## src/rtl/aes_cbc_pkg.sv

```systemverilog
// Shared widths, FSM state type and stream beat payload for the AES CBC chaining controller.
package aes_cbc_pkg;

  localparam int unsigned AES_BLOCK_W = 128;
  localparam int unsigned AES_KEY_W   = 128;

  typedef enum logic [1:0] {
    IDLE,
    ISSUE,
    WAIT,
    OUT
  } cbc_state_t;

  typedef struct packed {
    logic                   last;
    logic [AES_BLOCK_W-1:0] data;
  } cbc_beat_t;

endpackage

```

## src/rtl/aes_cbc_if.sv

```systemverilog
// Block stream interface: input blocks towards the CBC controller and result blocks back out.
interface aes_cbc_if;
  import aes_cbc_pkg::*;

  logic                   in_valid;
  logic                   in_ready;
  logic [AES_BLOCK_W-1:0] in_data;
  logic                   in_last;
  logic                   out_valid;
  logic                   out_ready;
  logic [AES_BLOCK_W-1:0] out_data;
  logic                   out_last;

  modport master (
    output in_valid, in_data, in_last, out_ready,
    input  in_ready, out_valid, out_data, out_last
  );

  modport slave (
    input  in_valid, in_data, in_last, out_ready,
    output in_ready, out_valid, out_data, out_last
  );

endinterface

```

## src/rtl/aes_cbc_ctrl.sv

```systemverilog
// CBC chaining controller driving a single-block aes_core start/done interface.
// Optional done watchdog compiled in with AES_CBC_TIMEOUT_EN.
module aes_cbc_ctrl
  import aes_cbc_pkg::*;
#(
  parameter int unsigned DONE_TIMEOUT = 15
) (
  input  logic                   clk,
  input  logic                   rst_n,
  input  logic                   cfg_mode,
  input  logic [AES_KEY_W-1:0]   cfg_key,
  input  logic [AES_BLOCK_W-1:0] cfg_iv,
  input  logic                   cfg_load,
  aes_cbc_if.slave               bus,
  output logic                   core_start,
  output logic                   core_mode,
  output logic [AES_KEY_W-1:0]   core_key,
  output logic [AES_BLOCK_W-1:0] core_block_in,
  input  logic [AES_BLOCK_W-1:0] core_block_out,
  input  logic                   core_done,
  output logic                   busy,
  output logic                   err_timeout
);

  cbc_state_t             state_q, state_d;
  cbc_beat_t              blk_q, blk_d;
  cbc_beat_t              res_q, res_d;
  logic [AES_BLOCK_W-1:0] chain_q, chain_d;
  logic [AES_BLOCK_W-1:0] iv_q, iv_d;
  logic [AES_BLOCK_W-1:0] core_in_q, core_in_d;
  logic [AES_KEY_W-1:0]   key_q, key_d;
  logic                   mode_q, mode_d;
  logic                   start_q, start_d;
  logic                   out_valid_q, out_valid_d;
  logic                   busy_q, busy_d;
  logic                   in_ready_c;
  logic                   accept_c;

`ifdef AES_CBC_TIMEOUT_EN
  localparam int unsigned CNT_W = (DONE_TIMEOUT > 1) ? $clog2(DONE_TIMEOUT) : 1;
  logic [CNT_W-1:0] cnt_q, cnt_d;
  logic             err_q, err_d;
`endif

  // A pending IV load takes priority over accepting a block.
  assign in_ready_c = (state_q == IDLE) && !cfg_load;
  assign accept_c   = in_ready_c && bus.in_valid;

  always_comb begin
    state_d     = state_q;
    blk_d       = blk_q;
    res_d       = res_q;
    chain_d     = chain_q;
    iv_d        = iv_q;
    core_in_d   = core_in_q;
    key_d       = key_q;
    mode_d      = mode_q;
    start_d     = 1'b0;
    out_valid_d = out_valid_q;
`ifdef AES_CBC_TIMEOUT_EN
    cnt_d       = cnt_q;
    err_d       = err_q;
`endif
    case (state_q)
      IDLE: begin
        if (cfg_load) begin
          iv_d    = cfg_iv;
          chain_d = cfg_iv;
`ifdef AES_CBC_TIMEOUT_EN
          err_d   = 1'b0;
`endif
        end else if (accept_c) begin
          blk_d     = '{last: bus.in_last, data: bus.in_data};
          mode_d    = cfg_mode;
          key_d     = cfg_key;
          core_in_d = cfg_mode ? bus.in_data : (bus.in_data ^ chain_q);
          start_d   = 1'b1;
          state_d   = ISSUE;
        end
      end
      ISSUE: begin
        state_d = WAIT;
`ifdef AES_CBC_TIMEOUT_EN
        cnt_d   = '0;
`endif
      end
      WAIT: begin
        if (core_done) begin
          res_d.data  = mode_q ? (core_block_out ^ chain_q) : core_block_out;
          res_d.last  = blk_q.last;
          chain_d     = mode_q ? blk_q.data : core_block_out;
          out_valid_d = 1'b1;
          state_d     = OUT;
        end
`ifdef AES_CBC_TIMEOUT_EN
        else if (cnt_q == CNT_W'(DONE_TIMEOUT - 1)) begin
          // Drop the block and restart chaining so the next message is clean.
          err_d   = 1'b1;
          chain_d = iv_q;
          state_d = IDLE;
        end else begin
          cnt_d = cnt_q + CNT_W'(1);
        end
`endif
      end
      OUT: begin
        if (bus.out_ready) begin
          out_valid_d = 1'b0;
          state_d     = IDLE;
          if (blk_q.last) chain_d = iv_q;
        end
      end
      default: state_d = IDLE;
    endcase
    busy_d = (state_d != IDLE);
  end

  always_ff @(posedge clk or negedge rst_n) begin
    if (!rst_n) begin
      state_q     <= IDLE;
      blk_q       <= '0;
      res_q       <= '0;
      chain_q     <= '0;
      iv_q        <= '0;
      core_in_q   <= '0;
      key_q       <= '0;
      mode_q      <= 1'b0;
      start_q     <= 1'b0;
      out_valid_q <= 1'b0;
      busy_q      <= 1'b0;
    end else begin
      state_q     <= state_d;
      blk_q       <= blk_d;
      res_q       <= res_d;
      chain_q     <= chain_d;
      iv_q        <= iv_d;
      core_in_q   <= core_in_d;
      key_q       <= key_d;
      mode_q      <= mode_d;
      start_q     <= start_d;
      out_valid_q <= out_valid_d;
      busy_q      <= busy_d;
    end
  end

`ifdef AES_CBC_TIMEOUT_EN
  always_ff @(posedge clk or negedge rst_n) begin
    if (!rst_n) begin
      cnt_q <= '0;
      err_q <= 1'b0;
    end else begin
      cnt_q <= cnt_d;
      err_q <= err_d;
    end
  end

  assign err_timeout = err_q;
`else
  logic unused_timeout;
  assign unused_timeout = ^32'(DONE_TIMEOUT);
  assign err_timeout    = 1'b0;
`endif

  assign bus.in_ready   = in_ready_c;
  assign bus.out_valid  = out_valid_q;
  assign bus.out_data   = res_q.data;
  assign bus.out_last   = res_q.last;
  assign core_start     = start_q;
  assign core_mode      = mode_q;
  assign core_key       = key_q;
  assign core_block_in  = core_in_q;
  assign busy           = busy_q;

endmodule

```

## src/flat_wrapper.sv

```systemverilog
// flat-port wrapper written by rule: the top's interface ports become plain ports
module aes_cbc_ctrl_flat import aes_cbc_pkg::*;
#(
  parameter int unsigned DONE_TIMEOUT = 15
)
  (clk, rst_n, cfg_mode, cfg_key, cfg_iv, cfg_load, core_start, core_mode, core_key, core_block_in, core_block_out, core_done, busy, err_timeout, bus_in_valid, bus_in_data, bus_in_last, bus_out_ready, bus_in_ready, bus_out_valid, bus_out_data, bus_out_last);
  aes_cbc_if bus_i ();
  input  logic clk;
  input  logic rst_n;
  input  logic cfg_mode;
  input  logic [AES_KEY_W-1:0] cfg_key;
  input  logic [AES_BLOCK_W-1:0] cfg_iv;
  input  logic cfg_load;
  output logic core_start;
  output logic core_mode;
  output logic [AES_KEY_W-1:0] core_key;
  output logic [AES_BLOCK_W-1:0] core_block_in;
  input  logic [AES_BLOCK_W-1:0] core_block_out;
  input  logic core_done;
  output logic busy;
  output logic err_timeout;
  input wire logic [$bits(bus_i.in_valid)-1:0] bus_in_valid;
  input wire logic [$bits(bus_i.in_data)-1:0] bus_in_data;
  input wire logic [$bits(bus_i.in_last)-1:0] bus_in_last;
  input wire logic [$bits(bus_i.out_ready)-1:0] bus_out_ready;
  output wire logic [$bits(bus_i.in_ready)-1:0] bus_in_ready;
  output wire logic [$bits(bus_i.out_valid)-1:0] bus_out_valid;
  output wire logic [$bits(bus_i.out_data)-1:0] bus_out_data;
  output wire logic [$bits(bus_i.out_last)-1:0] bus_out_last;
  assign bus_i.in_valid = bus_in_valid;
  assign bus_i.in_data = bus_in_data;
  assign bus_i.in_last = bus_in_last;
  assign bus_i.out_ready = bus_out_ready;
  assign bus_in_ready = bus_i.in_ready;
  assign bus_out_valid = bus_i.out_valid;
  assign bus_out_data = bus_i.out_data;
  assign bus_out_last = bus_i.out_last;
  aes_cbc_ctrl #(.DONE_TIMEOUT(DONE_TIMEOUT)) u_core (.clk(clk), .rst_n(rst_n), .cfg_mode(cfg_mode), .cfg_key(cfg_key), .cfg_iv(cfg_iv), .cfg_load(cfg_load), .bus(bus_i), .core_start(core_start), .core_mode(core_mode), .core_key(core_key), .core_block_in(core_block_in), .core_block_out(core_block_out), .core_done(core_done), .busy(busy), .err_timeout(err_timeout));
endmodule
```

## config.mk

```make
export PLATFORM = sky130hd
export DESIGN_NAME = aes_cbc_ctrl_flat
export DESIGN_NICKNAME = d
export VERILOG_FILES = /design/src/rtl/aes_cbc_pkg.sv /design/src/rtl/aes_cbc_if.sv /design/src/rtl/aes_cbc_ctrl.sv /design/src/flat_wrapper.sv
export SDC_FILE = /design/constraint.sdc
export NUM_CORES = 1
export LEC_CHECK = 0
export CORE_AREA = 2 2 352 354
export CTS_BUF_LIST = sky130_fd_sc_hd__clkbuf_4 sky130_fd_sc_hd__clkbuf_8 sky130_fd_sc_hd__clkbuf_16
export DETAILED_ROUTE_END_ITERATION = 8
export DIE_AREA = 0 0 354 356
export HOLD_SLACK_MARGIN = 0.03
export PLACE_DENSITY = 0.5
export REMOVE_ABC_BUFFERS = 1
export SYNTH_ARGS = -nofsm -noshare
export SYNTH_HDL_FRONTEND = slang
export SYNTH_SLANG_ARGS = --single-unit
export TNS_END_PERCENT = 20
```

## constraint.sdc

```tcl
create_clock -name clk -period 2.9 [get_ports clk]
set_input_delay 0.58 -clock clk [delete_from_list [all_inputs] [get_ports clk]]
set_output_delay 0.58 -clock clk [all_outputs]
set_load 0.01 [all_outputs]
```

==> results of run 1 <==
[cells by family (layout without fill, tap and decap cells)]
| family | count (synthesis) | after routing | synth area share [%] |
|---|---|---|---|
| simple gates | 780 | 780 | 9.67 |
| mux | 515 | 515 | 16.2 |
| xor+xnor | 256 | 256 | 6.29 |
| other cells | 1 | 11 | 0.0105 |
| flops | 776 | 776 | 54.5 |
| buf+inv | 359 | 1290 | 4.76 |
| compound gates | 516 | 516 | 8.61 |
[placed cells by master (no fill, tap or decap), types with 3 or more instances in the layout]
cell	count
sky130_fd_sc_hd__dfrtp_4	3
sky130_fd_sc_hd__o21ai_0	257
sky130_fd_sc_hd__clkbuf_8	16
sky130_fd_sc_hd__nand2_1	388
sky130_fd_sc_hd__clkinv_16	3
sky130_fd_sc_hd__xnor2_1	128
sky130_fd_sc_hd__mux2i_1	128
sky130_fd_sc_hd__nor2b_1	128
sky130_fd_sc_hd__clkbuf_16	96
sky130_fd_sc_hd__a21oi_1	129
sky130_fd_sc_hd__mux2_2	167
sky130_fd_sc_hd__clkinv_2	11
sky130_fd_sc_hd__clkdlybuf4s50_1	907
sky130_fd_sc_hd__buf_4	51
sky130_fd_sc_hd__xor2_1	128
sky130_fd_sc_hd__nor2_1	128
sky130_fd_sc_hd__clkbuf_4	25
sky130_fd_sc_hd__mux2_4	31
sky130_fd_sc_hd__diode_2	10
sky130_fd_sc_hd__dfrtp_1	773
sky130_fd_sc_hd__mux2_1	189
sky130_fd_sc_hd__bufinv_16	3
sky130_fd_sc_hd__inv_1	128
sky130_fd_sc_hd__nand3_1	129
sky130_fd_sc_hd__buf_12	44
sky130_fd_sc_hd__o221ai_1	128
[area by class of cell]
class | instances | share of cell area, %
multi-input combinational | 2068 | 29.1
timing repair buffer | 1005 | 20.8
inverter | 129 | 0.984
clock buffer | 137 | 5.62
antenna | 10 | 0.0501
clock inverter | 19 | 0.503
sequential | 776 | 38.9
tap | 1637 | 4.10
[worst max-delay path: stages (launching register included)]
cell,delay [ns]
sky130_fd_sc_hd__dfrtp_4,0.58
sky130_fd_sc_hd__nor3_2,0.24
sky130_fd_sc_hd__clkdlybuf4s50_1,0.63
[power groups by stage]
stage	sequential (W)	combinational [W]	clock, W
after floorplan	0.0206	0.00993	0
after global placement	0.0196	0.0229	0
after detailed placement	0.0197	0.0232	0
after CTS	0.0196	0.0232	0.0121
after global routing	0.0202	0.0248	0.0125
final	0.0195	0.0227	0.0117
[through the flow]
step	util, %	TNS (ns)	setup WS (ns)
global placement	38.2	0	0.320
detailed placement	38.2	0	0.312
floorplan	-	-5094.99	-9.95
finish	40.7	0	0.204
global route	40.7	0	0.102
CTS	40.7	0	0.108
[flip-flops by register name (all words and copies together) (netlist names)]
register	cells
u_core.bus.out_data	128
u_core.state_q	2
u_core.core_key	128
u_core.bus.out_valid	1
u_core.chain_q	128
u_core.bus.out_last	1
u_core.core_block_in	128
u_core.blk_q	129
u_core.core_start	1
u_core.busy	1
u_core.core_mode	1
u_core.iv_q	128
[worst paths after layout]
kind                                                           from                               endpoint  slack (ns)  cells after the start
worst max-delay path                    u_core.state_q[1]$_DFF_PN0_                           bus_in_ready        0.20                      2
worst min-delay path                                          rst_n  u_core.core_block_in[107]$_DFFE_PN0P_        0.41                      2
worst max register to register          u_core.state_q[1]$_DFF_PN0_        u_core.core_key[47]$_DFFE_PN0P_        0.68                      6
worst min register to register  u_core.bus.out_data[68]$_DFFE_PN0P_    u_core.bus.out_data[68]$_DFFE_PN0P_        0.47                      2
max in group asynchronous                                     rst_n           u_core.blk_q[15]$_DFFE_PN0P_        1.48                      4
min in group clk                u_core.bus.out_data[68]$_DFFE_PN0P_    u_core.bus.out_data[68]$_DFFE_PN0P_        0.47                      2
[per-layer routing]
| layer | vias up | GRT usage [%] |
|---|---|---|
| li1 | 12600 | - |
| met1 | 13100 | 23.8 |
| met2 | 736 | 32.0 |
| met3 | 189 | 4.70 |
| met4 | 28 | 6.58 |
| met5 | - | 0 |
==> results_tabular.tex, run 1 <==
\begin{tabular}{lr}
\hline
Metric & Value \\
\hline
\multicolumn{2}{l}{\textbf{Floorplan}} \\
\quad Die area & 0.126 mm\^{}2 \\
\quad Die Y-Extent & 356 um \\
\quad Area of the core region & around 0.12 mm\^{}2 \\
\quad Number of rows created at floorplan & 129 \\
\quad Number of ports placed on the die boundary & between 900 and 1000 \\
\quad Initial standard-cell utilization of the core & 29.0\% \\
\quad Horizontal extent of the die & approximately 350 um \\
\multicolumn{2}{l}{\textbf{Hold path}} \\
\quad Hold Path Class & in -> async \\
\multicolumn{2}{l}{\textbf{Yosys}} \\
\quad Cell taking the most area after synthesis & sky130\_fd\_sc\_hd\_\_dfrtp\_1 \\
\quad Leading register cell type out of synthesis & sky130\_fd\_sc\_hd\_\_dfrtp\_1 \\
\quad Syn\_area\_per\_cell & 11.1 um\^{}2 \\
\quad Proportion of synthesized chip area in sequential cells & between 50\% and 60\% \\
\quad Synth cell count leaders & 776 x sky130\_fd\_sc\_hd\_\_dfrtp\_1, 388 x sky130\_fd\_sc\_hd\_\_nand2\_1, 257 x sky130\_fd\_sc\_hd\_\_o21ai\_0 \\
\quad Number of enable-type register cells in the synthesized netlist & 0 \\
\quad Area of the mapped netlist & 0.0356 mm\^{}2 \\
\quad Share of the synthesized area in the top cell type & 54.5\% \\
\quad Most used standard cell by instance count after synthesis & sky130\_fd\_sc\_hd\_\_dfrtp\_1 \\
\quad Flip-flop and latch count after synthesis & 776 \\
\quad Number of distinct standard cells referenced by the synthesized netlist & 33 \\
\quad Proportion of synthesized flip-flops having asynchronous set or reset & 100\% \\
\quad Cell count after synthesis & 3203 \\
\quad Warning count from the yosys run & 0 \\
\quad Cells taking the most area after synthesis & sky130\_fd\_sc\_hd\_\_dfrtp\_1 55\%, sky130\_fd\_sc\_hd\_\_mux2\_1 6.0\%, sky130\_fd\_sc\_hd\_\_mux2\_2 5.3\% \\
\multicolumn{2}{l}{\textbf{Worst setup path}} \\
\quad Data arrival time at the worst-slack endpoint & about 2.1 ns \\
\quad Required @ worst endpoint & 2.32 ns \\
\quad CP Capture Type & output pin \\
\quad Critical path peak fanout & 12 \\
\quad Classification of the worst setup path & reg -> out \\
\quad Crit path launch type & flop \\
\multicolumn{2}{l}{\textbf{Placed design}} \\
\quad Placer's final routability congestion estimate & 0.778 \\
\quad Buffers on Ports & 909 \\
\quad Dpl hpwl & 87.8 mm \\
\quad Placed Instances & 5614 \\
\quad Area post-placement & 0.0469 mm\^{}2 \\
\multicolumn{2}{l}{\textbf{Timing}} \\
\quad Pin slew with the least headroom to its limit & 0.802 ns \\
\quad Hold Worst Slack & 0.410 ns \\
\quad RSZ-0062 raised after global routing & false \\
\quad Largest clock skew in the final design & 0.0263 ns \\
\quad Upper clock frequency limit & approximately 370 MHz \\
\quad Final Setup Violations & 0 \\
\quad Fin crit share & 93.0\% \\
\quad Max-slew headroom & 46.6\% \\
\quad Slew Limit Fails & 0 \\
\quad Number of endpoints with negative hold slack in the final report & 0 \\
\quad Final critical-path required period & 2.70 ns \\
\multicolumn{2}{l}{\textbf{Final layout}} \\
\quad Count of filler cells inserted in the layout & between 10000 and 15000 \\
\quad Final Instance Count excl. Fillers & 5781 \\
\quad Cell area after layout & 0.0500 mm\^{}2 \\
\quad Final-stage net count & 4593 \\
\quad Sequential cell area & 0.0194 mm\^{}2 \\
\quad Area of the multi-input gates & between 0.01 and 0.015 mm\^{}2 \\
\quad Synthesis-to-finish area growth & 40.3\% \\
\quad Fraction of final layout cells with drive strength greater than 1 & 11.1\% \\
\multicolumn{2}{l}{\textbf{Clocking}} \\
\quad Clock buffer depth & 3 \\
\quad Clock root buffer & sky130\_fd\_sc\_hd\_\_clkbuf\_16 \\
\quad Number of buffers inserted by post-CTS setup repair & 0 \\
\quad Max H-tree Level & 3 \\
\quad Number of buffers added by the clock tree synthesis step & 93 \\
\quad Number of hold-repair buffers added at the cts stage & 1 \\
\quad Number of cells upsized or downsized after cts & 0 \\
\quad Clock insertion delay at the later pin of the skew report & between 0.6 and 0.7 ns \\
\quad Clock tree from TritonCTS & done \\
\quad Register clock-pin slew on the reported worst setup and hold paths & 0.06 ns \\
\quad Number of clock sinks seen by CTS & 776 \\
\multicolumn{2}{l}{\textbf{Routing}} \\
\quad Met3 Routed Length & a little over 7 mm \\
\quad Wire length after detailed routing & roughly 120 mm \\
\quad Per-cell routed wire length & 21.2 um \\
\quad Vias per std cell & 4.61 \\
\quad Post-detailed-route count of antenna-violating nets & 0 \\
\quad Post-detailed-route DRC marker count & 0 \\
\quad Routed length on met1 & 51.6 mm \\
\quad Detailed-routing iteration count for the pre-antenna-repair pass & 5 \\
\quad Uppermost metal layer occupied by signal nets & met5 \\
\quad Via count of the routed design & 26700 \\
\quad Violation count after the first detailed-routing iteration & between 1000 and 1500 \\
\quad WL met2 & 59.7 mm \\
\multicolumn{2}{l}{\textbf{GRT}} \\
\quad Tot GR Track Use & 19.0\% \\
\quad Maximum number of pins on one net before global-route repair & about 120 \\
\quad Initial antenna violation count & 23 \\
\quad Global-route wire length before repair & approximately 180 mm \\
\quad Vias in the first global route & 27600 \\
\quad Leftover overflow at the end of global routing & 0 \\
\multicolumn{2}{l}{\textbf{Power}} \\
\quad Combinational share of power & 42.1\% \\
\quad Switching Share & 35.0\% \\
\quad Psw & around 0.019 W \\
\quad Clock share of power & 21.7\% \\
\quad Internal power summed over all cells & 0.0351 W \\
\quad Power Dens Cells & 1080 mW/mm\^{}2 \\
\quad Highest ir drop seen on vdd & 657 uV \\
\quad Static Leakage & 21.2 nW \\
\quad Power share of the sequential group & 36.2\% \\
\quad Final Power & around 0.054 W \\
\multicolumn{2}{l}{\textbf{Run}} \\
\quad Max cap viols & 0 \\
\multicolumn{2}{l}{\textbf{Outcome}} \\
\quad Status & finished clean \\
\hline
\end{tabular}
Power figures use the tool's default switching activity.
==> inputs of run 2 (changes only) <==
- SETUP_SLACK_MARGIN: not set -> 0.4
==> results_tabular.tex, run 2 (synthesis results as in run 1) <==
\begin{tabular}{lr}
\hline
Metric & Value \\
\hline
\multicolumn{2}{l}{\textbf{Placed design}} \\
\quad Buffers on Ports & 909 (unchanged) \\
\quad Dpl hpwl & 87.8 mm (unchanged) \\
\quad Placed Instances & 5614 (unchanged) \\
\quad Place WS & 0.312 ns (unchanged) \\
\quad Placer's final routability congestion estimate & 0.778 (unchanged) \\
\quad Area post-placement & 0.0469 mm\^{}2 (unchanged) \\
\multicolumn{2}{l}{\textbf{Timing}} \\
\quad Number of endpoints with negative hold slack in the final report & 0 (unchanged) \\
\quad Pin slew with the least headroom to its limit & 0.820 ns (+0.0185 ns) \\
\quad Slew Limit Fails & 0 (unchanged) \\
\quad Upper clock frequency limit & 418 MHz (+13\%) \\
\quad RSZ-0062 raised after global routing & false \\
\quad Worst Setup Slack, final & 0.508 ns (+0.305 ns) \\
\quad Final critical-path required period & 2.39 ns (-0.305 ns) \\
\quad Final Setup Violations & 0 (unchanged) \\
\quad Largest clock skew in the final design & 0.0254 ns (-0.000843 ns) \\
\quad Max-slew headroom & 45.3\% (-1.2 points) \\
\quad Fin crit share & 82.5\% (-11 points) \\
\multicolumn{2}{l}{\textbf{Routing}} \\
\quad Via count of the routed design & 26700 (+0.12\%) \\
\quad Detailed-routing iteration count for the pre-antenna-repair pass & 5 (unchanged) \\
\quad Wire length after detailed routing & 122 mm (about the same) \\
\quad Per-cell routed wire length & 21.2 um (about the same) \\
\quad Post-detailed-route count of antenna-violating nets & 0 (unchanged) \\
\quad Post-detailed-route DRC marker count & 0 (unchanged) \\
\quad Violation count after the first detailed-routing iteration & 1530 (+4.9\%) \\
\quad Vias per std cell & 4.62 (about the same) \\
\multicolumn{2}{l}{\textbf{Worst setup path}} \\
\quad Worst Setup SP & u\_core.state\_q[1]\$\_DFF\_PN0\_ \\
\quad CP Capture Type & output pin \\
\quad Data arrival time at the worst-slack endpoint & 1.81 ns (-0.31 ns) \\
\quad Critical path peak fanout & 12 (unchanged) \\
\quad Worst R2R Setup Slack & 0.68 ns (about the same) \\
\quad Startpoint of the most critical register-to-register path & u\_core.state\_q[1]\$\_DFF\_PN0\_ \\
\quad Classification of the worst setup path & reg -> out \\
\quad Required @ worst endpoint & 2.32 ns (about the same) \\
\quad Worst reg2reg path depth & 6 (unchanged) \\
\quad Destination of the critical timing path & bus\_in\_ready \\
\quad Crit path launch type & flop \\
\quad Reg2Reg Capture Point & u\_core.core\_key[47]\$\_DFFE\_PN0P\_ \\
\multicolumn{2}{l}{\textbf{GRT}} \\
\quad Tot GR Track Use & 19.1\% (+0.026 points) \\
\quad Leftover overflow at the end of global routing & 0 (unchanged) \\
\quad Global-route wire length before repair & 182 mm (about the same) \\
\quad Maximum number of pins on one net before global-route repair & 124 (unchanged) \\
\quad Initial antenna violation count & 23 (unchanged) \\
\quad Vias in the first global route & 27600 (+0.040\%) \\
\multicolumn{2}{l}{\textbf{Final layout}} \\
\quad Commonest non-fill, non-tap cell in the layout & sky130\_fd\_sc\_hd\_\_clkdlybuf4s50\_1 \\
\quad Sequential cell area & 0.0194 mm\^{}2 (unchanged) \\
\quad Register ranked first by flip-flop count & u\_core.blk\_q \\
\quad Most frequent cells in the layout & 906 x sky130\_fd\_sc\_hd\_\_clkdlybuf4s50\_1, 773 x sky130\_fd\_sc\_hd\_\_dfrtp\_1, 388 x sky130\_fd\_sc\_hd\_\_nand2\_1 \\
\quad Synthesis-to-finish area growth & 40.3\% (about the same) \\
\quad Area of the multi-input gates & 0.0145 mm\^{}2 (unchanged) \\
\quad Fraction of final layout cells with drive strength greater than 1 & 11.2\% (+0.043 points) \\
\quad Largest register FFs & 129 (unchanged) \\
\quad Count of filler cells inserted in the layout & 12000 (+0.017\%) \\
\quad Final Instance Count excl. Fillers & 5784 (+0.052\%) \\
\quad Final-stage net count & 4595 (+0.044\%) \\
\quad Cell area after layout & 0.0500 mm\^{}2 (about the same) \\
\quad Fin util & 40.8\% (about the same) \\
\multicolumn{2}{l}{\textbf{Floorplan}} \\
\quad Initial standard-cell utilization of the core & 29.0\% (unchanged) \\
\quad Number of ports placed on the die boundary & 911 (unchanged) \\
\quad Die area & 0.126 mm\^{}2 (unchanged) \\
\quad Area of the core region & 0.123 mm\^{}2 (unchanged) \\
\quad Number of rows created at floorplan & 129 (unchanged) \\
\quad Die Y-Extent & 356 um (unchanged) \\
\quad Horizontal extent of the die & 354 um (unchanged) \\
\multicolumn{2}{l}{\textbf{Clocking}} \\
\quad Clock tree from TritonCTS & done \\
\quad Number of clock sinks seen by CTS & 776 (unchanged) \\
\quad Register clock-pin slew on the reported worst setup and hold paths & 0.06 ns (about the same) \\
\quad Max H-tree Level & 3 (unchanged) \\
\quad Clock root buffer & sky130\_fd\_sc\_hd\_\_clkbuf\_16 \\
\quad Number of buffers added by the clock tree synthesis step & 93 (unchanged) \\
\quad Clock buffer depth & 3 (unchanged) \\
\quad Clock insertion delay at the later pin of the skew report & 0.67 ns (about the same) \\
\multicolumn{2}{l}{\textbf{Hold path}} \\
\quad Hold Path Class & in -> async \\
\multicolumn{2}{l}{\textbf{Power}} \\
\quad Final Power & 0.0540 W (about the same) \\
\quad Static Leakage & 21.2 nW (about the same) \\
\quad Highest ir drop seen on vdd & 655 uV (-0.28\%) \\
\quad Power Dens Cells & 1080 mW/mm\^{}2 (about the same) \\
\multicolumn{2}{l}{\textbf{Outcome}} \\
\quad Status & finished clean \\
\multicolumn{2}{l}{\textbf{Run}} \\
\quad Max cap viols & 0 (unchanged) \\
\hline
\end{tabular}
run 2: changes by cell type in the layout (fill, tap and decap cells not counted):
cell / change
sky130_fd_sc_hd__buf_4: +2
sky130_fd_sc_hd__clkdlybuf4s15_1: +1
sky130_fd_sc_hd__clkdlybuf4s50_1: -1
sky130_fd_sc_hd__diode_2: +1
run 2: where the power goes:
group / switching, W / leakage [nW] / internal, W
combinational: 0.0109 / 10.2 / 0.0120
sequential: 0.00326 / 9.39 / 0.0162
clock: 0.00476 / 1.54 / 0.00696
run 2: worst min path at each step:
stage | end | slack [ns] | depth (start not counted)
2_1_floorplan | u_core.blk_q[0]$_DFFE_PN0P_ | 0.28 | 0
3_3_place_gp | u_core.iv_q[3]$_DFFE_PN0P_ | 0.46 | 2
3_5_place_dp | u_core.bus.out_data[87]$_DFFE_PN0P_ | 0.47 | 2
4_1_cts | u_core.core_block_in[107]$_DFFE_PN0P_ | 0.37 | 2
5_1_grt | u_core.core_block_in[107]$_DFFE_PN0P_ | 0.41 | 2
6_report | u_core.core_block_in[107]$_DFFE_PN0P_ | 0.41 | 2
run 2: final cells by class:
class	count	share of cell area, %
well taps	1637	4.10
clock buffers	137	5.62
inverters	129	0.984
multi-input cells	2068	29.1
repair buffers	1007	20.8
flip-flops and latches	776	38.9
clock inverters	19	0.503
diodes	11	0.0551
run 2: stage by stage:
step                      setup TNS (ns)  hold WS [ns]
after floorplan                 -5094.99         0.284
after global placement                 0         0.460
after detailed placement               0         0.469
after CTS                              0         0.368
after global routing                   0         0.411
final                                  0         0.410
run 2: metal layers:
layer | vias up | part of all wire, % | GRT usage, %
met4 | 28 | 3.1 | 6.58
met5 | - | 0.16 | 0
li1 | 12600 | - | -
met2 | 732 | 49 | 32.0
met3 | 187 | 5.9 | 4.70
met1 | 13100 | 42 | 23.8
run 2: timing repair:
action	4_1_cts	5_1_grt
setup buffers	2	0
gates cloned	0	0
gates resized for setup	1	1
setup endpoints to repair	2	1
endpoints found under the hold margin	27	0
hold buffers	1	0
run 2: critical path: stages, from the launching register on:
cell and delay [ns]:
sky130_fd_sc_hd__dfrtp_4 0.58, sky130_fd_sc_hd__nor3_2 0.24, sky130_fd_sc_hd__clkdlybuf4s15_1 0.33
==> inputs of run 3 (changes only) <==
- clock period: 2.9 -> 2.4 ns (I/O delays scaled with it)
==> results_tabular.tex, run 3 (synthesis results as in run 1) <==
\begin{tabular}{lr}
\hline
Metric & Value \\
\hline
\multicolumn{2}{l}{\textbf{Outcome}} \\
\quad Status & finished clean \\
\multicolumn{2}{l}{\textbf{Routing}} \\
\quad Detailed-routing iteration count for the pre-antenna-repair pass & 5 (unchanged) \\
\quad Via count of the routed design & 27100 (+1.6\%) \\
\quad Post-detailed-route DRC marker count & 0 (unchanged) \\
\quad Post-detailed-route count of antenna-violating nets & 0 (unchanged) \\
\quad Met3 Routed Length & 7.94 mm (+10\%) \\
\quad WL met2 & 64.0 mm (+7.0\%) \\
\quad Routed length on met1 & 53.5 mm (+3.7\%) \\
\quad Wire length after detailed routing & 128 mm (+4.7\%) \\
\quad Per-cell routed wire length & 21.7 um (+2.7\%) \\
\quad Uppermost metal layer occupied by signal nets & met5 \\
\quad Vias per std cell & 4.60 (-0.41\%) \\
\quad Violation count after the first detailed-routing iteration & 1413 (-7.6\%) \\
\multicolumn{2}{l}{\textbf{Power}} \\
\quad Static Leakage & 22.9 nW (+8.3\%) \\
\quad Switching Share & 35.1\% (+0.15 points) \\
\quad Internal power summed over all cells & 0.0439 W (+25\%) \\
\quad Highest ir drop seen on vdd & 595 uV (-9.2\%) \\
\quad Power share of the sequential group & 34.6\% (-1.4 points) \\
\quad Clock share of power & 22.3\% (+0.6 points) \\
\quad Power Dens Cells & 1310 mW/mm\^{}2 (+21\%) \\
\quad Psw & 0.0238 W (+26\%) \\
\quad Combinational share of power & 43.0\% (+0.8 points) \\
\multicolumn{2}{l}{\textbf{Final layout}} \\
\quad Fraction of final layout cells with drive strength greater than 1 & 14.1\% (+2.9 points) \\
\quad Commonest non-fill, non-tap cell in the layout & sky130\_fd\_sc\_hd\_\_dfrtp\_1 \\
\quad Most frequent cells in the layout & 771 x sky130\_fd\_sc\_hd\_\_dfrtp\_1, 718 x sky130\_fd\_sc\_hd\_\_clkdlybuf4s50\_1, 386 x sky130\_fd\_sc\_hd\_\_nand2\_1 \\
\quad Final Instance Count excl. Fillers & 5900 (+2.0\%) \\
\quad Synthesis-to-finish area growth & 45.0\% \\
\quad Count of filler cells inserted in the layout & 11900 (-0.86\%) \\
\quad Final-stage net count & 4702 (+2.3\%) \\
\quad Largest register FFs & 129 (unchanged) \\
\quad Fin util & 42.1\% (+1.3 points) \\
\quad Register ranked first by flip-flop count & u\_core.blk\_q \\
\quad Cell area after layout & 0.0516 mm\^{}2 (+3.3\%) \\
\multicolumn{2}{l}{\textbf{Clocking}} \\
\quad Clock root buffer & sky130\_fd\_sc\_hd\_\_clkbuf\_16 \\
\quad Clock buffer depth & 3 (unchanged) \\
\quad Clock tree from TritonCTS & done \\
\quad Register clock-pin slew on the reported worst setup and hold paths & 0.06 ns (about the same) \\
\quad Max H-tree Level & 3 (unchanged) \\
\quad Number of clock sinks seen by CTS & 776 (unchanged) \\
\quad Number of buffers added by the clock tree synthesis step & 95 (+2.2\%) \\
\quad Clock insertion delay at the later pin of the skew report & 0.68 ns (about the same) \\
\multicolumn{2}{l}{\textbf{Placed design}} \\
\quad Placed Instances & 5684 (+1.2\%) \\
\quad Buffers on Ports & 909 (unchanged) \\
\quad Area post-placement & 0.0475 mm\^{}2 (+1.4\%) \\
\quad Dpl hpwl & 91.5 mm (+4.2\%) \\
\quad Placer's final routability congestion estimate & 0.789 (+1.3\%) \\
\quad Place WS & -0.0433 ns (-0.355 ns) \\
\multicolumn{2}{l}{\textbf{Floorplan}} \\
\quad Area of the core region & 0.123 mm\^{}2 (unchanged) \\
\quad Die Y-Extent & 356 um (unchanged) \\
\quad Number of rows created at floorplan & 129 (unchanged) \\
\quad Horizontal extent of the die & 354 um (unchanged) \\
\quad Initial standard-cell utilization of the core & 29.0\% (unchanged) \\
\quad Number of ports placed on the die boundary & 911 (unchanged) \\
\quad Die area & 0.126 mm\^{}2 (unchanged) \\
\multicolumn{2}{l}{\textbf{GRT}} \\
\quad Vias in the first global route & 28200 (+2.2\%) \\
\quad Leftover overflow at the end of global routing & 0 (unchanged) \\
\quad Tot GR Track Use & 19.3\% (+0.22 points) \\
\quad Global-route wire length before repair & 185 mm (+1.2\%) \\
\quad Initial antenna violation count & 18 (-22\%) \\
\quad Maximum number of pins on one net before global-route repair & 141 (+14\%) \\
\multicolumn{2}{l}{\textbf{Timing}} \\
\quad Fin crit share & 87.0\% \\
\quad RSZ-0062 raised after global routing & true \\
\quad Pin slew with the least headroom to its limit & 0.871 ns (+0.0508 ns) \\
\quad Final Setup Violations & 0 (unchanged) \\
\quad Slew Limit Fails & 0 (unchanged) \\
\quad Setup Total Neg Slack & 0 ns (unchanged) \\
\quad Number of endpoints with negative hold slack in the final report & 0 (unchanged) \\
\quad Worst Setup Slack, final & 0.313 ns (-0.196 ns) \\
\quad Max-slew headroom & 41.9\% (-3.4 points) \\
\quad Upper clock frequency limit & 479 MHz \\
\quad Largest clock skew in the final design & 0.0362 ns (+0.0108 ns) \\
\quad Final critical-path required period & around 2.1 ns \\
\multicolumn{2}{l}{\textbf{Worst setup path}} \\
\quad Worst path max stage delay & 0.50 ns (-0.08 ns) \\
\quad List of cells traversed by the critical path & nor3\_4 -> buf\_6 -> buf\_6 \\
\quad Critical path peak fanout & 2 (-10) \\
\quad CP Capture Type & output pin \\
\quad Cell with the largest stage delay on the worst path & sky130\_fd\_sc\_hd\_\_dfrtp\_4 \\
\quad Classification of the worst setup path & reg -> out \\
\quad Data arrival time at the worst-slack endpoint & 1.61 ns (-0.20 ns) \\
\quad Crit path launch type & flop \\
\quad Required @ worst endpoint & 1.92 ns (-0.40 ns) \\
\quad Most repeated library cell on the critical path & sky130\_fd\_sc\_hd\_\_buf\_6 \\
\multicolumn{2}{l}{\textbf{Run}} \\
\quad Max cap viols & 0 (unchanged) \\
\multicolumn{2}{l}{\textbf{Hold path}} \\
\quad Hold Path Class & in -> async \\
\hline
\end{tabular}
[run 3: cell types whose count changed in the layout (fill, tap and decap cells not counted), sizes merged, moves of 8 or more]
cell and change:
dlymetal6s2s +69, buf +91, clkdlybuf4s50 -188, clkbuf +22, dlygate4sd2 +117, diode -8
[run 3: repair_timing]
item	CTS	global route
endpoints found under the setup margin	604	675
gates resized for setup	125	112
setup buffers	4	18
hold buffers	1	0
pin swaps	0	5
hold endpoints to repair	51	0
gates cloned	0	15
[run 3: path summary, 6_finish.rpt]
check / startpoint / end / slack (ns) / cells past startpoint
max reg2reg: u_core.state_q[0]$_DFF_PN0_ / u_core.chain_q[53]$_DFFE_PN0P_ / 0.32 / 7
max: u_core.state_q[0]$_DFF_PN0_ / bus_in_ready / 0.31 / 3
min in group clk: cfg_mode / u_core.core_block_in[97]$_DFFE_PN0P_ / 0.38 / 4
max in group asynchronous: rst_n / u_core.core_block_in[60]$_DFFE_PN0P_ / 1.14 / 4
min reg2reg: u_core.bus.out_data[70]$_DFFE_PN0P_ / u_core.bus.out_data[70]$_DFFE_PN0P_ / 0.47 / 2
min: rst_n / u_core.core_block_in[84]$_DFFE_PN0P_ / 0.27 / 2
[run 3: final cells by class]
| class | instances | area [um^2] | share of cell area, % |
|---|---|---|---|
| diodes | 3 | 7.51 | 0.0145 |
| clock buffers | 144 | 2940 | 5.69 |
| clock inverters | 31 | 368 | 0.712 |
| inverters | 129 | 492 | 0.952 |
| multi-input cells | 2068 | 14600 | 28.3 |
| flip-flops and latches | 776 | 19400 | 37.6 |
| well taps | 1637 | 2050 | 3.97 |
| repair buffers | 1112 | 11800 | 22.8 |
[run 3: power groups by stage]
stage / Combinational [W] / Sequential [W] / Clock, W
floorplan: 0.0113 / 0.0247 / 0
global route: 0.0317 / 0.0243 / 0.0161
finish: 0.0292 / 0.0235 / 0.0151
CTS: 0.0282 / 0.0235 / 0.0155
detailed placement: 0.0287 / 0.0238 / 0
global placement: 0.0284 / 0.0236 / 0
[run 3: layer usage]
metal	global-route usage, %	up-vias
li1	-	12900
met1	23.8	13300
met2	33.3	743
met3	4.93	153
met4	5.25	28
met5	0	-
[run 3: through the flow]
step,hold WS [ns],total power [W]
finish,0.270,0.0677
global route,0.261,0.0721
CTS,0.231,0.0672
detailed placement,0.393,0.0524
global placement,0.386,0.0521
floorplan,0.184,0.0361
[run 3: worst max-delay path, delay by kind of cell (launching register included)]
family | cells | cell delay, ns
DFF | 1 | 0.50
and+or+nand+nor | 1 | 0.22
buffers and inverters | 2 | 0.23
